## src/rtl/seq_divider32.sv

```systemverilog
// seq_divider32: multi-cycle restoring divider (quotient -> LO, remainder -> HI)
// Ports: clk, clr (async active-low reset), start, is_signed, dividend, divisor
//        -> busy, done (one-cycle pulse), div_zero, quotient, remainder
module seq_divider32 #(
    parameter int WIDTH = 32
) (
    input  logic             clk,
    input  logic             clr,
    input  logic             start,
    input  logic             is_signed,
    input  logic [WIDTH-1:0] dividend,
    input  logic [WIDTH-1:0] divisor,
    output logic             busy,
    output logic             done,
    output logic             div_zero,
    output logic [WIDTH-1:0] quotient,
    output logic [WIDTH-1:0] remainder
);
    localparam int CW = $clog2(WIDTH);
    typedef enum logic [2:0] {IDLE, PREP, ITER, FIX, DONE} state_t;
    state_t state, state_nx;
    logic [CW-1:0] cnt;
    logic [WIDTH-1:0] a, b, r, q, t;
    logic [WIDTH:0] r_sh;
    logic sgn, q_neg, r_neg, ge;
    // Partial remainder can grow to WIDTH+1 bits after the shift; when it is
    // >= |B| the true difference fits in WIDTH bits, so a WIDTH-bit subtract suffices.
    assign r_sh = {r, q[WIDTH-1]};
    assign ge   = r_sh >= {1'b0, b};
    assign t    = r_sh[WIDTH-1:0] - b;
    always_comb begin
        state_nx = state;
        busy     = (state == PREP) || (state == ITER) || (state == FIX);
        done     = state == DONE;
        case (state)
            IDLE:    state_nx = start ? PREP : IDLE;
            PREP:    state_nx = ITER;
            ITER:    state_nx = (cnt == CW'(WIDTH - 1)) ? FIX : ITER;
            FIX:     state_nx = DONE;
            default: state_nx = IDLE;
        endcase
    end
    always_ff @(posedge clk or negedge clr) begin
        if (!clr) begin
            state     <= IDLE;
            cnt       <= '0;
            a         <= '0;
            b         <= '0;
            r         <= '0;
            q         <= '0;
            sgn       <= 1'b0;
            q_neg     <= 1'b0;
            r_neg     <= 1'b0;
            div_zero  <= 1'b0;
            quotient  <= '0;
            remainder <= '0;
        end else begin
            state <= state_nx;
            case (state)
                IDLE: if (start) begin
                    a   <= dividend;
                    b   <= divisor;
                    sgn <= is_signed;
                end
                PREP: begin
                    q     <= (sgn && a[WIDTH-1]) ? -a : a;
                    b     <= (sgn && b[WIDTH-1]) ? -b : b;
                    q_neg <= sgn && (a[WIDTH-1] ^ b[WIDTH-1]);
                    r_neg <= sgn && a[WIDTH-1];
                    r     <= '0;
                    cnt   <= '0;
                end
                ITER: begin
                    q   <= {q[WIDTH-2:0], ge};
                    r   <= ge ? t : r_sh[WIDTH-1:0];
                    cnt <= cnt + 1'b1;
                end
                FIX: begin
                    // b still holds |B| here, zero only if the divisor was zero;
                    // a still holds the raw dividend for the divide-by-zero remainder.
                    div_zero  <= b == '0;
                    quotient  <= (b == '0) ? '1 : q_neg ? -q : q;
                    remainder <= (b == '0) ? a : r_neg ? -r : r;
                end
                default: ;
            endcase
        end
    end
endmodule

```

## config.mk

```make
export PLATFORM = sky130hd
export DESIGN_NAME = seq_divider32
export DESIGN_NICKNAME = d
export VERILOG_FILES = /design/src/rtl/seq_divider32.sv
export SDC_FILE = /design/constraint.sdc
export NUM_CORES = 1
export LEC_CHECK = 0
export CORE_ASPECT_RATIO = 1.5
export CORE_MARGIN = 4
export CORE_UTILIZATION = 50
export DETAILED_ROUTE_END_ITERATION = 8
export HOLD_SLACK_MARGIN = 0.12
export PLACE_DENSITY = 0.76
export SLEW_MARGIN = 20
export SYNTH_ARGS = -nofsm -noshare
export SYNTH_HDL_FRONTEND = slang
export SYNTH_SLANG_ARGS = --single-unit
```

## constraint.sdc

```tcl
create_clock -name clk -period 2.93 [get_ports clk]
set_input_delay 0.7325 -clock clk [delete_from_list [all_inputs] [get_ports clk]]
set_output_delay 0.7325 -clock clk [all_outputs]
set_load 0.01 [all_outputs]
```

==> results of run 1 <==
## Yosys cell counts, drive strengths merged, types with 6 or more instances
library cell / instances
nor2: 98
or3: 24
a221o: 19
clkbuf: 80
a22oi: 30
a31oi: 32
nand2: 246
mux2i: 8
a21oi: 62
buf: 11
nand2b: 6
xnor2: 38
o21ai: 178
nand3: 19
and2: 7
or4: 17
a32oi: 11
ha: 38
nor3: 36
a22o: 19
o31ai: 29
o21bai: 6
inv: 49
a21o: 16
dfrtp: 204
and3: 13
nor4: 10
o41ai: 14
xor2: 78
nand4: 13
## per-layer routing
layer,vias to the layer above,global-route usage
li1,5874,-
met1,6186,0.3215
met2,488,0.5277
met3,159,0.02751
met4,0,0.1434
met5,-,0
## logic make-up after synthesis
logic type,count (synthesis),share of synthesized area
and+or+nand+nor,510,0.1892
AOI/OAI and AO/OA,452,0.2311
buffers and inverters,141,0.04367
xor gates and xnor gates,116,0.08133
DFF,204,0.4087
adders and majority gates,39,0.03966
muxes,8,0.006411
## worst min-delay path by stage
stage / start / to / slack [ns] / depth (start not counted)
2_1_floorplan: clr / a[0] / 0.44 / 0
3_3_place_gp: remainder[6] / remainder[6] / 0.46 / 2
3_5_place_dp: remainder[15] / remainder[15] / 0.47 / 2
4_1_cts: clr / quotient[0] / 0.25 / 1
5_1_grt: clr / quotient[3] / 0.26 / 1
6_report: clr / quotient[0] / 0.24 / 1
## stage by stage
step,instances,instance area (um^2),util
2_1_floorplan,1470,12530,-
3_3_place_gp,2022,15420,0.6288
3_5_place_dp,2022,15420,0.6288
4_1_cts,2070,16370,0.6674
5_1_grt,2092,17350,0.7077
6_report,2092,17350,0.7077
## flip-flops by register name, summed over array words and instances (netlist names)
register / count
a: 32
b: 32
cnt: 5
div_zero: 1
q: 32
q_neg: 1
quotient: 32
r: 32
r_neg: 1
remainder: 32
sgn: 1
state: 3
## timing repair
item	4_1_cts	5_1_grt
gates cloned	2	7
hold buffers	0	0
pin swaps	9	31
resized for setup	31	192
setup endpoints to repair	80	104
setup buffers	8	15
## final cells by class
class | instances | area (um^2) | area share
multi-input cells | 1125 | 7690 | 0.4431
well taps | 324 | 405.4 | 0.02336
repair buffers | 351 | 3294 | 0.1898
flip-flops and latches | 204 | 5106 | 0.2942
clock inverters | 9 | 62.56 | 0.003605
clock buffers | 29 | 605.6 | 0.03490
inverters | 50 | 190.2 | 0.01096
## power by group
| group | switching (W) | leakage, nW | total [W] | internal (W) |
|---|---|---|---|---|
| registers | 0.00142 | 2.55 | 0.00551 | 0.00410 |
| clock network | 0.00116 | 0.319 | 0.00261 | 0.00146 |
| logic | 0.00766 | 4.72 | 0.0145 | 0.00680 |
## worst register-to-register path, stage by stage, from the launching register on
cell       delay, ns
dfrtp_1         0.40
inv_2           0.09
ha_4            0.13
or3b_4          0.37
or3_4           0.35
or4b_4          0.52
nor4_4          0.17
buf_4           0.17
nand2_4         0.08
buf_4           0.20
clkbuf_16       0.15
o21ai_0         0.19
o21ai_0         0.12
==> metrics.csv, run 1 <==
stage,metric,value,unit
yosys,synth_ff_type,dfrtp_1,
route,wl_met2,22030,um
route,drt-pass1-iter-count,6,
timing,timing.setup.tns,-0.8680,ns
global_route,groute.usage.overall,0.2865,
yosys,netlist.top_cell.by_area,dfrtp_1,
finish,syn2layout_area_growth,38.92,%
cts,root_buffer,clkbuf_16,
cts,htree_levels,1,
timing,fmax,327.5,MHz
critical_path,crit_buf_inv,4,
global_route,grt-ovfl-total,0,
global_route,antenna_found_initial,0,
yosys,synth.area.top_cells,"dfrtp_1 (41%), nand2_1 (7.4%), o21ai_0 (7.1%)",
critical_path,ff2ff_setup_slack,-0.12,ns
yosys,postSynthCellCount,1470,
global_route,grt_start_max_net_pins,70,
critical_path,cp_max_fo,5,
critical_path,crit_path_end_kind,flop,
route,route.detailed.drc,0,
timing,period_share,1.042,
global_route,grt_pass1_wl,63590,um
cts,clk_pin_slew,0.06,ns
cts,numCtsBuffers,21,
yosys,postSynth.asyncResetShare,1.000,
critical_path,path_cells,inv_2 > ha_4 > or3b_4 > or3_4 > or4b_4 > nor4_4 > buf_4 > nand2_4 > buf_4 > clkbuf_16 > o21ai_0 > o21ai_0,
floorplan,die_w,137.1,um
yosys,synth_fp_nets,1577,
finish,final_common_cell,nand2_1,
timing,setup_viol,24,
route,drt-initial-drc-count,978,
critical_path,cp.arrival,3.44,ns
cts,cts_sinks,204,
route,postRouteAntennaNets,0,
critical_path,crit_start,b[0],
critical_path,r2r_cells,12,
timing,finalHoldViolCount,0,
yosys,synth_top_area_frac,0.4087,
global_route,grt_pass1_vias,12280,
placement,dpl.hpwl,29740,um
finish,antennaDiodeCount,0,
critical_path,crit_end,remainder[9],
yosys,postSynthAreaPerCell,8.498,um^2
floorplan,pin_count,135,
pwr,powerDensity,1302,nW/um^2
floorplan,core,24520,um^2
finish,layout_common_cells,"nand2_1 (238), dfrtp_1 (203), buf_4 (188)",
critical_path,crit_path_top_delay_cell,or4b_4,
yosys,yosysUniqueCellTypes,65,
yosys,yosys_register_bits,204,
critical_path,cp-start-kind,flop,
placement,gp_congestion,0.9817,
yosys,yosysSeqAreaShare,0.4087,
critical_path,rr_endpoint,remainder[9],
critical_path,critPathRequiredTime,3.31,ns
status,failed_checks,negative setup slack,
route,totalWireLength,42310,um
finish,final_nets,1860,
critical_path,crit_type,flop to flop,
pwr,leakage,7.588,nW
route,routed-wl-met3,2160,um
route,top_layer_used,met4,
placement,port_buffers,134,
pwr,ir_drop,0.0007845,V
placement,place_ws,-0.1995,ns
cts,insertion_delay,0.51,ns
status,status,"finished, violations left",
route,vias,12710,
pwr,power,0.02259,W
yosys,synthesis.area,12490,um^2
critical_path,timing.rr.start,b[0],
route,wl_met1,15320,um
floorplan,die_h,201.6,um
critical_path,path_delay_family,simple AND/OR/NAND/NOR gates,
floorplan,rows,70,
timing,hold_slack,0.2443,ns
worst_hold_path,hold_class,input pin to asynchronous set/reset pin,
finish,layout-drive-gt1-share,0.2274,
flow_run,maxCapViolations,0,
finish,final.fill_count,1916,
timing,slew_headroom,0.3014,
timing,fin_ws,-0.1238,ns
timing,tightest_slew,1.048,ns
route,drt-wirelength-per-cell,20.22,um
cts,clockBufferDepth,3,
timing,drv_slew,0,
yosys,ys.warnings.count,0,
cts,cts_tree,done,
critical_path,crit_path_max_incr_delay,0.52,ns
timing,finClkSkew,0.01703,ns
floorplan,initial_utilization,0.5094,
floorplan,die-area,27630,um^2
timing,finalCriticalPeriod,3.054,ns
timing,rsz0062_at_grt,true,
yosys,synth_edf_count,0,
critical_path,path_depth,12,
route,drt-vias-per-instance,6.074,
(Power assumes the default switching activity.)
==> run 2: changes to the inputs <==
Settings changed: CORE_UTILIZATION 50 to 39, PLACE_DENSITY 0.76 to 0.64.
==> metrics.csv, run 2 (synthesized netlist as in run 1, its figures left out) <==
stage,metric,value,unit,change
pwr,powerDensity,1275,nW/um^2,-2.0%
timing,fin_ws,-0.1813,ns,-0.05758 ns
finish,antennaDiodeCount,0,,unchanged
route,postRouteAntennaNets,0,,unchanged
timing,tightest_slew,0.9941,ns,-0.05381 ns
timing,setup_viol,75,,+210%
critical_path,crit_path_max_incr_delay,0.39,ns,-0.13 ns
floorplan,die_w,154.1,um,+12%
floorplan,initial_utilization,0.3937,,-0.1157
critical_path,critPathRequiredTime,3.38,ns,+0.07 ns
critical_path,crit_path_top_delay_cell,dfrtp_1,,
floorplan,core,31730,um^2,+29%
route,drt-initial-drc-count,767,,-22%
pwr,ir_drop,0.0006700,V,-15%
route,drt-vias-per-instance,5.623,,-7.4%
placement,gp_congestion,0.9149,,-6.8%
timing,finalHoldViolCount,0,,unchanged
critical_path,crit_path_end_kind,flop,,
finish,final_common_cell,nand2_1,,
global_route,grt_pass1_wl,65520,um,+3.0%
timing,drv_slew,0,,unchanged
placement,place_ws,-0.3042,ns,-0.1046 ns
global_route,grt_pass1_vias,12450,,+1.4%
cts,clockBufferDepth,3,,unchanged
placement,place_inst,2127,,+5.2%
critical_path,cp_max_fo,3,,-2
placement,placed_cell_area,15660,um^2,+1.5%
timing,slew_headroom,0.3373,,+0.03588
finish,final.fill_count,2788,,+46%
flow_run,maxCapViolations,0,,unchanged
finish,regArea,5107,um^2,about the same
global_route,grt-ovfl-total,0,,unchanged
critical_path,cp.arrival,3.56,ns,+0.12 ns
status,failed_checks,negative setup slack,,
pwr,leakage,7.802,nW,+2.8%
critical_path,crit_type,flop to flop,,
global_route,groute.usage.overall,0.2291,,-0.05747
critical_path,cp_common_cell,or3_4,,
timing,fmax,321.4,MHz,-1.9%
critical_path,path_delay_family,simple AND/OR/NAND/NOR gates,,
floorplan,rows,80,,+14%
global_route,grt_start_max_net_pins,68,,-2.9%
cts,insertion_delay,0.51,ns,about the same
timing,period_share,1.062,,+0.01965
finish,fin_cells,2201,,+5.2%
cts,numCtsBuffers,22,,+4.8%
critical_path,cp-start-kind,flop,,
cts,holdBufCountCts,0,,unchanged
cts,htree_levels,1,,unchanged
finish,layout_common_cells,"nand2_1 (222), buf_4 (206), dfrtp_1 (202)",,
global_route,antenna_found_initial,0,,unchanged
placement,port_buffers,134,,unchanged
cts,cts_sinks,204,,unchanged
cts,clk_pin_slew,0.06,ns,about the same
route,drt-wirelength-per-cell,19.50,um,-3.6%
pwr,power,0.02285,W,+1.1%
timing,rsz0062_at_grt,true,,
finish,multiInputGateArea,7719,um^2,+0.37%
timing,finClkSkew,0.01674,ns,-0.0002945 ns
cts,cts_tree,done,,
placement,dpl.hpwl,29940,um,+0.67%
timing,hold_slack,0.1839,ns,-0.06033 ns
critical_path,path_cells,buf_6 > inv_4 > ha_4 > or3b_4 > or3_4 > buf_4 > buf_6 > or3_4 > or3_4 > nor3_4 > nand2_2 > o31ai_2 > a221o_1,,
route,vias,12380,,-2.6%
finish,final_nets,1884,,+1.3%
worst_hold_path,hold_class,input pin to asynchronous set/reset pin,,
critical_path,crit_buf_inv,4,,unchanged
timing,finalCriticalPeriod,3.111,ns,+0.05758 ns
floorplan,die-area,35020,um^2,+27%
finish,layout-drive-gt1-share,0.2351,,+0.007689
route,route.detailed.drc,0,,unchanged
finish,syn2layout_area_growth,43.38,%,
status,status,"finished, violations left",,
floorplan,die_h,227.2,um,+13%
route,totalWireLength,42910,um,+1.4%
route,drt-pass1-iter-count,5,,-1
floorplan,pin_count,135,,unchanged
cts,root_buffer,clkbuf_16,,
finish,final_area,17910,um^2,+3.2%
-- run 2: changes by cell type in the layout (fill, tap and decap cells not counted), sizes merged --
cell	before	now
a311oi	3	4
clkbuf	36	34
clkinv	5	2
clkinvlp	4	1
bufinv	0	7
buf	210	234
bufbuf	1	0
-- run 2: area by class of cell --
class | count | area share
inverter | 50 | 0.01062
clock inverter | 10 | 0.01313
sequential | 204 | 0.2852
clock buffer | 28 | 0.03486
multi-input combinational | 1126 | 0.4309
tap | 410 | 0.02864
timing repair buffer | 373 | 0.1966
-- run 2: power by group --
group	internal (W)	switching [W]
logic	0.00657	0.00745
clock network	0.00212	0.00121
registers	0.00410	0.00139
total	0.0128	0.0101
-- run 2: worst register-to-register path: cells and delay by family, from the launching register on --
family	cells	cell delay, ns
flops	1	0.39
buf+inv	4	0.43
compound gates	2	0.36
simple gates	6	1.75
fa+ha+maj	1	0.12
-- run 2: through the flow --
| stage | utilization | TNS (ns) |
|---|---|---|
| after global routing | 0.5645 | -19.22 |
| after floorplan | - | -0.1638 |
| after CTS | 0.5379 | -7.643 |
| after global placement | 0.4935 | -15.46 |
| final | 0.5645 | -7.218 |
| after detailed placement | 0.4935 | -21.24 |
-- run 2: metal layers --
metal / routed length [um] / track usage / part of all wire / up-vias
met5: 0 / 0 / 0 / -
met1: 16380 / 0.2647 / 0.38 / 6013
met4: 1878 / 0.07782 / 0.044 / 0
met3: 1880 / 0.02568 / 0.044 / 103
li1: - / - / - / 5912
met2: 22780 / 0.4371 / 0.53 / 348
-- run 2: repair_timing --
action | CTS | global route
gates resized for setup | 94 | 134
cloned | 7 | 6
endpoints found under the hold margin | 0 | 0
pin swaps | 17 | 27
setup buffers | 13 | 12
setup endpoints to repair | 107 | 110
-- run 2: final timing paths --
path	startpoint	to	slack (ns)	cells after the start
setup / recovery	b[0]	b[14]	-0.18	13
hold / removal	clr	quotient[27]	0.18	1
setup reg to reg	b[0]	b[14]	-0.18	13
hold reg to reg	remainder[7]	remainder[7]	0.49	2
max in group asynchronous	clr	q[5]	2.01	2
min in group clk	remainder[7]	remainder[7]	0.49	2
